File: src/rtl/fifo_wr_rd_slave_pkg.sv
// Shared constants, data word type and sizing helper for the wr_rd FIFO responder.
package fifo_pkg;

   localparam int   WIDTH_DEF = 8;
   localparam logic OP_WR     = 1'b1;
   localparam logic OP_RD     = 1'b0;

   typedef logic [WIDTH_DEF-1:0] word_t;

   // Occupancy needs one extra bit so that a completely full FIFO (count == DEPTH) is representable.
   function automatic int cnt_w(input int depth);
      return $clog2(depth) + 1;
   endfunction

endpackage

File: src/rtl/fifo_wr_rd_slave_if.sv
// Single-control wr_rd port: one op strobe selects write or read, status flows back.
interface fifo_wr_rd_slave_if
   import fifo_pkg::*;
#(
   parameter int WIDTH = WIDTH_DEF,
   parameter int DEPTH = 16
) ();

   localparam int CW = cnt_w(DEPTH);

   logic             op_en;
   logic             wr_rd;
   logic             err_clr;
   logic [WIDTH-1:0] D_in;
   logic [WIDTH-1:0] D_out;
   logic             full;
   logic             empty;
   logic             almost_full;
   logic [CW-1:0]    count;
   logic             overflow;
   logic             underflow;

   modport master (
      output op_en, wr_rd, D_in, err_clr,
      input  D_out, full, empty, almost_full, count, overflow, underflow
   );

   modport slave (
      input  op_en, wr_rd, D_in, err_clr,
      output D_out, full, empty, almost_full, count, overflow, underflow
   );

endinterface

File: src/rtl/fifo_wr_rd_slave_mem.sv
// DEPTH x WIDTH storage: synchronous write port, registered read port gated by re.
module fifo_mem #(
   parameter int WIDTH = 8,
   parameter int DEPTH = 16
) (
   input  logic                     clk,
   input  logic                     rst,
   input  logic                     we,
   input  logic [$clog2(DEPTH)-1:0] waddr,
   input  logic [WIDTH-1:0]         wdata,
   input  logic                     re,
   input  logic [$clog2(DEPTH)-1:0] raddr,
   output logic [WIDTH-1:0]         rdata
);

   logic [WIDTH-1:0] mem [DEPTH];

   // Array is intentionally left out of reset; only the output register is cleared.
   always_ff @(posedge clk) begin
      if (we) mem[waddr] <= wdata;
   end

   always_ff @(posedge clk or negedge rst) begin
      if (!rst)    rdata <= '0;
      else if (re) rdata <= mem[raddr];
   end

endmodule

File: src/rtl/fifo_wr_rd_slave.sv
// Synchronous FIFO responder: pointer/count/flag control around fifo_mem, with sticky error flags.
module fifo_wr_rd_slave
   import fifo_pkg::*;
#(
   parameter int WIDTH    = WIDTH_DEF,
   parameter int DEPTH    = 16,
   parameter int AFULL_TH = 12
) (
   input logic              clk,
   input logic              rst,
   fifo_wr_rd_slave_if.slave bus
);

   localparam int AW = $clog2(DEPTH);
   localparam int CW = cnt_w(DEPTH);

   logic [AW-1:0] wr_ptr;
   logic [AW-1:0] rd_ptr;
   logic [CW-1:0] count_q;
   logic          overflow_q;
   logic          underflow_q;

   logic is_wr, is_rd, full_c, empty_c, do_wr, do_rd;

   assign is_wr   = bus.op_en && (bus.wr_rd == OP_WR);
   assign is_rd   = bus.op_en && (bus.wr_rd == OP_RD);
   assign full_c  = (count_q == CW'(DEPTH));
   assign empty_c = (count_q == '0);
   assign do_wr   = is_wr && !full_c;
   assign do_rd   = is_rd && !empty_c;

   // Pointers wrap naturally because DEPTH is a power of two; occupancy is tracked by count_q.
   always_ff @(posedge clk or negedge rst) begin
      if (!rst) begin
         wr_ptr  <= '0;
         rd_ptr  <= '0;
         count_q <= '0;
      end else begin
         if (do_wr) wr_ptr <= wr_ptr + AW'(1);
         if (do_rd) rd_ptr <= rd_ptr + AW'(1);
         if (do_wr)      count_q <= count_q + CW'(1);
         else if (do_rd) count_q <= count_q - CW'(1);
      end
   end

   // A new error in the same cycle as err_clr keeps the flag set.
   always_ff @(posedge clk or negedge rst) begin
      if (!rst) begin
         overflow_q  <= 1'b0;
         underflow_q <= 1'b0;
      end else begin
         if (is_wr && full_c)  overflow_q <= 1'b1;
         else if (bus.err_clr) overflow_q <= 1'b0;
         if (is_rd && empty_c) underflow_q <= 1'b1;
         else if (bus.err_clr) underflow_q <= 1'b0;
      end
   end

   fifo_mem #(
      .WIDTH (WIDTH),
      .DEPTH (DEPTH)
   ) u_mem (
      .clk   (clk),
      .rst   (rst),
      .we    (do_wr),
      .waddr (wr_ptr),
      .wdata (bus.D_in),
      .re    (do_rd),
      .raddr (rd_ptr),
      .rdata (bus.D_out)
   );

   assign bus.count       = count_q;
   assign bus.full        = full_c;
   assign bus.empty       = empty_c;
   assign bus.almost_full = (count_q >= CW'(AFULL_TH));
   assign bus.overflow    = overflow_q;
   assign bus.underflow   = underflow_q;

endmodule

File: src/flat_wrapper.sv
// flat-port wrapper written by rule: the top's interface ports become plain ports
module fifo_wr_rd_slave_flat import fifo_pkg::*;
#(
   parameter int WIDTH    = WIDTH_DEF,
   parameter int DEPTH    = 16,
   parameter int AFULL_TH = 12
)
  (clk, rst, bus_op_en, bus_wr_rd, bus_D_in, bus_err_clr, bus_D_out, bus_full, bus_empty, bus_almost_full, bus_count, bus_overflow, bus_underflow);
  fifo_wr_rd_slave_if #(.WIDTH(WIDTH), .DEPTH(DEPTH)) bus_i ();
  input logic clk;
  input logic rst;
  input wire logic [$bits(bus_i.op_en)-1:0] bus_op_en;
  input wire logic [$bits(bus_i.wr_rd)-1:0] bus_wr_rd;
  input wire logic [$bits(bus_i.D_in)-1:0] bus_D_in;
  input wire logic [$bits(bus_i.err_clr)-1:0] bus_err_clr;
  output wire logic [$bits(bus_i.D_out)-1:0] bus_D_out;
  output wire logic [$bits(bus_i.full)-1:0] bus_full;
  output wire logic [$bits(bus_i.empty)-1:0] bus_empty;
  output wire logic [$bits(bus_i.almost_full)-1:0] bus_almost_full;
  output wire logic [$bits(bus_i.count)-1:0] bus_count;
  output wire logic [$bits(bus_i.overflow)-1:0] bus_overflow;
  output wire logic [$bits(bus_i.underflow)-1:0] bus_underflow;
  assign bus_i.op_en = bus_op_en;
  assign bus_i.wr_rd = bus_wr_rd;
  assign bus_i.D_in = bus_D_in;
  assign bus_i.err_clr = bus_err_clr;
  assign bus_D_out = bus_i.D_out;
  assign bus_full = bus_i.full;
  assign bus_empty = bus_i.empty;
  assign bus_almost_full = bus_i.almost_full;
  assign bus_count = bus_i.count;
  assign bus_overflow = bus_i.overflow;
  assign bus_underflow = bus_i.underflow;
  fifo_wr_rd_slave #(.WIDTH(WIDTH), .DEPTH(DEPTH), .AFULL_TH(AFULL_TH)) u_core (.clk(clk), .rst(rst), .bus(bus_i));
endmodule
File: config.mk
export PLATFORM = sky130hd
export DESIGN_NAME = fifo_wr_rd_slave_flat
export DESIGN_NICKNAME = d
export VERILOG_FILES = /design/src/rtl/fifo_wr_rd_slave_pkg.sv /design/src/rtl/fifo_wr_rd_slave_if.sv /design/src/rtl/fifo_wr_rd_slave_mem.sv /design/src/rtl/fifo_wr_rd_slave.sv /design/src/flat_wrapper.sv
export SDC_FILE = /design/constraint.sdc
export NUM_CORES = 1
export LEC_CHECK = 0
export BUFFER_PORTS_ARGS = -buffer_cell sky130_fd_sc_hd__buf_2
export CORE_ASPECT_RATIO = 0.9
export CORE_MARGIN = 2
export CORE_UTILIZATION = 55
export DETAILED_ROUTE_END_ITERATION = 7
export PLACE_DENSITY_LB_ADDON = 0.3
export SLEW_MARGIN = 20
export SYNTH_ARGS = -nofsm -noshare
export SYNTH_HDL_FRONTEND = slang
export SYNTH_SLANG_ARGS = --single-unit
File: constraint.sdc
create_clock -name clk -period 2.2 [get_ports clk]
set_input_delay 0.22 -clock clk [delete_from_list [all_inputs] [get_ports clk]]
set_output_delay 0.22 -clock clk [all_outputs]
set_load 0.01 [all_outputs]
# Word level (Yosys, flattened, before mapping)
# Memory sizes are Yosys's and may differ from the RTL's. A register that Yosys moved wholly into a read port is not among the register bits.
# Index checks and enable logic that the tools add are counted.
dict set report totals {
  mem_count 1
  out_inout_bits 18
  mem_bits_rw 128
  in_bits 13
  ff_bits 15
  elab_cells 33
}
# memory depth word_bits read_ports rd_clocked_by_memory_dff write_ports line
set memory_table {}
lappend memory_table {u_core.u_mem.mem 16 8 1 1 1 fifo_wr_rd_slave_mem.sv:16} ;# logic [WIDTH-1:0] mem [DEPTH];
dict set report op_classes {
  n_mux 7
  order_cmp 1
  n_bitwise 1
  reduce_logical 13
  n_eq_ne 1
  n_addsub 4
}
# operator count
set op_table {}
lappend op_table {{$mux 5} 2}
lappend op_table {{$add 4x1->4 const B} 2}
lappend op_table {{$logic_and 1x1->1} 6}
lappend op_table {{$reduce_bool 2->1} 3}
lappend op_table {{$add 5x1->5 const B} 1}
lappend op_table {{$eq 5x5->1 const B} 1}
lappend op_table {{$ge 5x4->1 const B} 1}
lappend op_table {{$logic_not 5->1} 1}
lappend op_table {{$mux 1} 5}
lappend op_table {{$sub 5x1->5 const B} 1}
lappend op_table {{$logic_not 1->1} 3}
lappend op_table {{$not 1->1} 1}

# Longest topological paths before layout
# Gate-level depths: netlist of the first run.
dict set report depth {
  word_depth 5
  ltp_mapped 9
  ltp_nobuf 8
}

# Cells and area by module
# Synthesis of the first run repeated with hierarchy kept, for this count alone.
dict set report unflattened {
  cells_unflattened 309
  hier_area_um2 6139.6
}
# module seq_area_each_um2 cells_per_inst instances area_per_inst_um2
set modules_own_cells {}
lappend modules_own_cells {fifo_mem 4043.9 240 1 5331.4}
lappend modules_own_cells {fifo_wr_rd_slave 375.4 69 1 808.3}

# Worst setup path after synthesis of the first run
# No wires, ideal clock.
dict set report synth_path {
  kind {reg2reg}
  from {register u_core.count_q[1], in the netlist u_core.bus.count[1]}
  to {register u_core.count_q[4], in the netlist u_core.bus.count[4]}
  slack_ns -0.205
  period_less_slack_ns 2.405
  n_path_buf 1
  setup_ns 0.080
  required_ns 2.120
  arrival_ns 2.325
  stages_incl_launch_ff 10
  cell_sequence {dfrtp_1 nor4_4 a21oi_2 buf_6 inv_1 ha_1 a21o_1 a21oi_1 mux2i_4 xnor2_1}
}
dict set report synth_via {
  elab_chain_len 4
  elab_cells_between_ends 11
  cone_classes {add/sub: 2; eq/ne: 1; mux: 2; reduce/logical: 6}
}
# element line
set synth_rtl {}
lappend synth_rtl {{start: declaration} fifo_wr_rd_slave.sv:19} ;# logic [CW-1:0] count_q;
lappend synth_rtl {{start signal: assignment} fifo_wr_rd_slave.sv:41} ;# if (do_wr) count_q <= count_q + CW'(1);
lappend synth_rtl {{start signal: assignment} fifo_wr_rd_slave.sv:42} ;# else if (do_rd) count_q <= count_q - CW'(1);
lappend synth_rtl {{$eq 5x5->1 (*)} fifo_wr_rd_slave.sv:27} ;# assign full_c = (count_q == CW'(DEPTH));
lappend synth_rtl {{$logic_not 1->1 (*)} fifo_wr_rd_slave.sv:29} ;# assign do_wr = is_wr && !full_c;
lappend synth_rtl {{$logic_and 1x1->1 (*)} fifo_wr_rd_slave.sv:29}
lappend synth_rtl {{via u_core.do_wr} fifo_wr_rd_slave.sv:23} ;# logic is_wr, is_rd, full_c, empty_c, do_wr, do_rd;
lappend synth_rtl {{$mux 5 / $reduce_bool 2->1 (equally long branches)} -}
# Mark *: on every way through the listed nets, which the timed path passes. The rest lies on a longest branch. The select of a mux whose other input is x is not followed.
# A chain may end at the register's enable or synchronous reset.

# Final worst setup path of the first run
dict set report layout_path {
  from {register u_core.count_q[0], in the netlist u_core.bus.count[0]}
  to {register u_core.count_q[4], in the netlist u_core.bus.count[4]}
}
dict set report layout_via {
  elab_chain_len 4
  elab_cells_between_ends 11
  cone_classes {add/sub: 2; eq/ne: 1; mux: 2; reduce/logical: 6}
}
# element
set layout_rtl {}
lappend layout_rtl {{parallel branches: the longest is 4 deep, another holds $sub 5x1->5}}
# Parallel ways; which one is timed is not known. The select of a mux whose other input is x is not followed.

==> metrics.txt, run 1 <==
last element of the critical path=u_core.bus.count[4]; Syn Inst Count=317; DRC errors left=0; vias in the first global route=just over 3,000; sw power=roughly 2600 uW; max-cap violations=0; register share of total power=39.5%; RePlAce Congestion=0.790; combinational power share=approximately 26%; largest net degree at the start of global routing=36; setup bufs post-CTS=0; Layout area overhead=17.9%; crit path DAT=~2400 ps; crit path max fanout=5; die height=between 100 and 150 um; Worst Setup SP=u_core.bus.count[0]; WS Path Type=reg -> reg; unrepaired setup endpoints after global routing=yes; cell-internal power=around 6600 uW; initial core utilization=a little under three fifths; TritonCTS clock tree=done; library cells used by synthesis=35; fmax=486 MHz; Port Buffers=30; Final Slew Violations=0; IO Count=31; peak supply drop=between 0.7 and 0.8 mV; Hold Vio Cnt, Final=0; Worst-Margin Slew=between 800 and 900 ps; reg2reg end=u_core.bus.count[4]; Syn Nets=340; Period minus WS final=roughly 2100 ps; number of DRC markers in iteration 0=approximately 260; Syn. warnings=0; DRT antenna net count=0; deepest clock path buffer count=2; dpl hpwl=~7000 um; relative slew slack=45.8%; first-pass GRT wire length=about 18,000 um; Netlist Area Pre-Place=6200 um^2; Clk pin slew, worst setup/hold paths=60 ps; Site Rows=36; pwr dens=1270 nW/um^2; die area=12,100 um^2; ant diodes=0; worst min path class=in -> reg; Core ar.=approximately 11,000 um^2; final WL=roughly 11,000 um; status=completed; clock power share=around a third; final setup vio count=0; initial antenna violation count=0; DR vias/cell=about 5.7; vias=approximately 3,100; CTS buffer count=17; Reg2Reg Depth=8; setup ws final=roughly 140 ps; Setup Slack @ Placement=122 ps; clk_skew=approximately 13 ps; DIE WIDTH=116 um; Avg WL per Cell=21.2 um; GRT Util Overall=20.6%; Setup crit end kind=flip-flop; reg2reg setup slack=~140 ps; final period utilization=93.6%; worst skew pair latency=420 ps; first drt pass iteration count=5; total power=between 9000 and 10,000 uW; Clk Tree Root Cell=clkbuf_16; synthesized flop and latch total=between 150 and 200; syn avg cell area=slightly below 20 um^2; worst r2r src=u_core.bus.count[0]; htree depth=4; grt total ovfl=0; sequential area share after synthesis=between 70% and 80%; share of post-route cells with drive strength above 1=26.8%; Lkg Pwr=~0.0027 uW; Critical Path Source Type=flip-flop; Crit path required time=approximately 2500 ps; clk sinks=151; nets=398; Switching Fraction=28.5%
## registers in the layout, indices dropped and copies added (netlist names)
register	flops
u_core.bus.overflow	1
u_core.bus.underflow	1
u_core.u_mem.mem	128
u_core.wr_ptr	4
u_core.bus.count	5
u_core.rd_ptr	4
u_core.u_mem.rdata	8
## placed cells by master (no fill, tap or decap), types with 3 or more instances in the layout
cell	Yosys	routed
buf_2	5	30
buf_4	1	20
bufinv_16	0	5
clkbuf_16	0	17
dfrtp_1	23	20
dfrtp_2	0	3
edfxtp_1	128	128
ha_1	9	9
inv_1	11	10
inv_6	0	4
mux2i_1	16	16
mux4_1	27	27
mux4_2	5	5
nand2_1	26	26
nand2b_1	5	5
nor2_1	12	9
nor2_2	0	3
nor3_1	4	4
o221ai_1	8	8
xnor2_1	8	8
## layer usage
layer  up-vias  wire [um]  track usage (%)
li1       1390          -                -
met1      1577       4990             28.9
met2        97       5660             31.7
met3         9        668             5.92
met4         0        101             6.46
met5         -          0                0
## critical path: stages, from the launching register on
cell and delay, ps:
dfrtp_2 450, nor4_4 320, a21oi_2 150, inv_4 90, ha_1 240, a21o_1 170, a21oi_2 190, mux2i_4 250
xnor2_1 130
## metrics by stage
stage                     hold slack (ps)  area [um^2]  TNS, ps  cells  util, %
after floorplan                     -75.6         6210    -39.6    317        -
after global placement                227         6630        0    506     60.8
after detailed placement              238         6630        0    506     60.8
after CTS                             103         7310        0    540     67.0
after global routing                  104         7320    -32.6    540     67.1
final                                 116         7320        0    540     67.1
## cell type report
type                            count  area, um^2
Clock buffer                       17         425
Clock inverter                     15         235
Fill cell                         709        3580
Inverter                           11        43.8
Multi-Input combinational cell    140        1640
Sequential cell                   151        4420
Tap cell                          152         190
Timing Repair Buffer               54         360
## worst min path at each step
stage | startpoint | end | slack, ps | cells past startpoint
6_report | bus_wr_rd | u_core.bus.overflow | 120 | 3
3_3_place_gp | rst | u_core.bus.count[1] | 230 | 1
5_1_grt | bus_wr_rd | u_core.bus.overflow | 100 | 3
3_5_place_dp | rst | u_core.bus.count[3] | 240 | 1
4_1_cts | bus_wr_rd | u_core.bus.overflow | 100 | 3
2_1_floorplan | rst | u_core.bus.count[0] | -80 | 0
## Yosys cell counts
cell      count  area share (%)
nor2_1       12            0.73
o21ai_0       2            0.16
dfrtp_1      23             9.3
mux4_2        5             1.8
buf_12        1            0.32
mux4_1       27              11
buf_8         1            0.24
mux2_2        2            0.36
a21oi_2       1            0.14
inv_1        11            0.67
buf_4         1            0.12
nand4_1       2            0.20
a21oi_1       2            0.16
mux2i_4       1            0.36
ha_1          9             1.8
edfxtp_1    128              62
buf_6         3            0.54
xor2_1        2            0.28
nand3_1       1           0.081
o22ai_1       2            0.20
fa_1          1            0.32
a21oi_4       1            0.26
a21o_1        1            0.12
nor3_1        4            0.32
o221ai_1      8             1.1
mux2i_1      16             2.6
nor2_4        1            0.18
buf_2         5            0.40
nor4_4        1            0.34
nand2_1      26             1.6
clkbuf_2      1           0.081
buf_1         1           0.060
clkbuf_1      2            0.12
xnor2_1       8             1.1
nand2b_1      5            0.50
## power groups by stage
stage               clock [uW]  sequential [uW]  combinational, uW
finish                    3230             3660               2380
global route              3390             3690               2610
CTS                       3280             3660               2410
detailed placement           0             3710               2390
global placement             0             3700               2350
floorplan                    0             3710               1720
## cell families (layout without fill, tap and decap cells)
kind of cell / after synthesis / count (layout) / synth area share (%)
flip-flops: 151 / 151 / 71.2
adder cells (fa/ha/maj): 10 / 10 / 2.14
multiplexers: 51 / 51 / 16.6
XOR/XNOR: 10 / 10 / 1.41
AND/OR/NAND/NOR: 52 / 52 / 3.93
buffers and inverters: 26 / 97 / 2.56
AO/OA/AOI/OAI: 17 / 17 / 2.18
## repair_timing
action                                 in CTS  in global routing
gates resized for setup                     0                  3
endpoints found under the hold margin      24                  0
hold buffers                                2                  0
setup endpoints to repair                   0                 24
No activity file was read; power rests on OpenSTA's default activity.
==> inputs of run 2 (changes only) <==
- CORE_UTILIZATION: 55 -> 61
- clock period: 2.2 -> 2.16 ns (I/O delays scaled with it)
==> run 2 against run 1 <==
  * Sequential cell count unchanged
  * Hold slack worse by 100 ps
  * Wire length down 0.13%
  * Sequential power up 5%
  * Cell area down 0.80%
  * Highest routed layer unchanged
  * Critical path depth up 1
  * Critical endpoint is now u_core.bus.count[3]
  * Final cell count down 4.3%
==> metrics.txt, run 2 (synthesis gave the netlist of run 1 again) <==
status=completed; clock power share=between 30% and 40%; Avg WL per Cell=22.1 um; final WL=around 11,000 um; Reg2Reg Depth=9; TritonCTS clock tree=done; Area after DPL=~6600 um^2; IO Count=31; Min Hold Slack=16.0 ps; GRT Util Overall=about a quarter; fill count=540; Clk pin slew, worst setup/hold paths=60 ps; Hold Vio Cnt, Final=0; fmax=between 400 and 500 MHz; deepest clock path buffer count=2; Lkg Pwr=between 0.002 and 0.003 uW; sw power=2720 uW; nets=between 400 and 500; post-route cell area=roughly 7300 um^2; crit path DAT=roughly 2400 ps; first drt pass iteration count=4; vias=3,065; pwr dens=~1300 nW/um^2; Layout area overhead=17.0%; register share of total power=between 40% and 50%; Core ar.=9780 um^2; Final Slew Violations=0; grt total ovfl=0; Worst Setup SP=u_core.bus.count[1]; initial core utilization=between 60% and 70%; final period utilization=a little over nine tenths; die area=around 11,000 um^2; worst r2r src=u_core.bus.count[1]; crit path max fanout=4; Clk Tree Root Cell=clkbuf_16; met1 Use GR=between 30 and 40%; dpl hpwl=6960 um; WHS Path Cells=2; final setup vio count=0; htree depth=4; Port Buffers=30; Worst-Margin Slew=650 ps; min-delay src=bus_err_clr; max reg flops=around 130; relative slew slack=between 50% and 60%; ant diodes=0; DRT antenna net count=0; largest reg by FF count=u_core.u_mem.mem; clk sinks=around 150; M3 GR Usage=6.49%; unrepaired setup endpoints after global routing=yes; busiest grt layer=met2; max-cap violations=0; worst skew pair latency=approximately 420 ps; combinational power share=around a quarter; DIE WIDTH=110 um; Site Rows=34; number of DRC markers in iteration 0=between 150 and 200; CTS buffer count=17; Crit path required time=approximately 2500 ps; initial antenna violation count=0; Period minus WS final=roughly 2100 ps; worst min path class=in -> reg; clk_skew=between 10 and 15 ps; first-pass GRT wire length=17,700 um; most common cell after layout, fill and taps aside=edfxtp_1; met2 track demand over resource=a little over a third; vias in the first global route=3,153; die height=between 90 and 100 um; share of post-route cells with drive strength above 1=roughly 28%; Switching Fraction=roughly 30%; WS Path Type=reg -> reg; Setup crit end kind=flip-flop; RePlAce Congestion=about 0.83; Critical Path Source Type=flip-flop; largest net degree at the start of global routing=35; most frequent cells in the layout=edfxtp_1 (128), buf_2 (30), mux4_1 (27), nand2_1 (26), buf_4 (24); DRC errors left=0; DR vias/cell=5.93; peak supply drop=~1.0 mV; dpl cells=slightly below 500; cell-internal power=around 6400 uW; Post-Layout Cell Count=517
[run 2: path summary, 6_finish.rpt]
path,to,slack [ps]
max reg2reg,u_core.bus.count[3],80
max in group asynchronous,u_core.bus.count[1],1440
max,u_core.bus.count[3],80
min reg2reg,u_core.rd_ptr[3],490
min in group asynchronous,u_core.u_mem.rdata[7],320
min,u_core.bus.overflow,20
[run 2: stage by stage]
stage	total power, uW	utilization, %	TNS, ps	setup WS (ps)
2_1_floorplan	5530	-	-81.9	-79.6
3_3_place_gp	6100	67.5	0	189
3_5_place_dp	6210	67.5	0	87.0
4_1_cts	9180	73.7	0	71.3
5_1_grt	9600	74.2	-40.6	-23.8
6_report	9140	74.2	0	78.3
[run 2: metal layers]
layer | part of all wire, % | wire length [um]
met3 | 5.8 | 660
met4 | 1.2 | 132
met5 | 0 | 0
met1 | 42 | 4770
met2 | 51 | 5840
[run 2: critical path, cell delays in order, from the launching register on]
cell and delay (ps):
dfrtp_2 440, nor4_4 350, a21oi_4 130, inv_4 90
buf_4 100, ha_1 250, a21oi_2 120, nand2_1 70
xor2_1 140, mux2_2 260
[run 2: what timing repair did]
action / 4_1_cts / 5_1_grt
buffers inserted: 0 / 3
hold endpoints to repair: 23 / 0
gates resized for setup: 0 / 5
hold buffers: 1 / 0
endpoints found under the setup margin: 0 / 1
[run 2: final cells by class]
class	count	area [um^2]	area share, %
well taps	126	158	2.17
repair buffers	57	380	5.24
flip-flops and latches	151	4420	61.0
multi-input cells	140	1660	22.8
clock inverters	14	165	2.28
clock buffers	18	429	5.91
inverters	11	43.8	0.603
[run 2: power by group through the flow]
stage	clock network (uW)	registers (uW)	logic [uW]
floorplan	0	3770	1750
global placement	0	3860	2240
detailed placement	0	3890	2320
CTS	3010	3840	2340
global route	3140	3880	2580
finish	2950	3840	2350
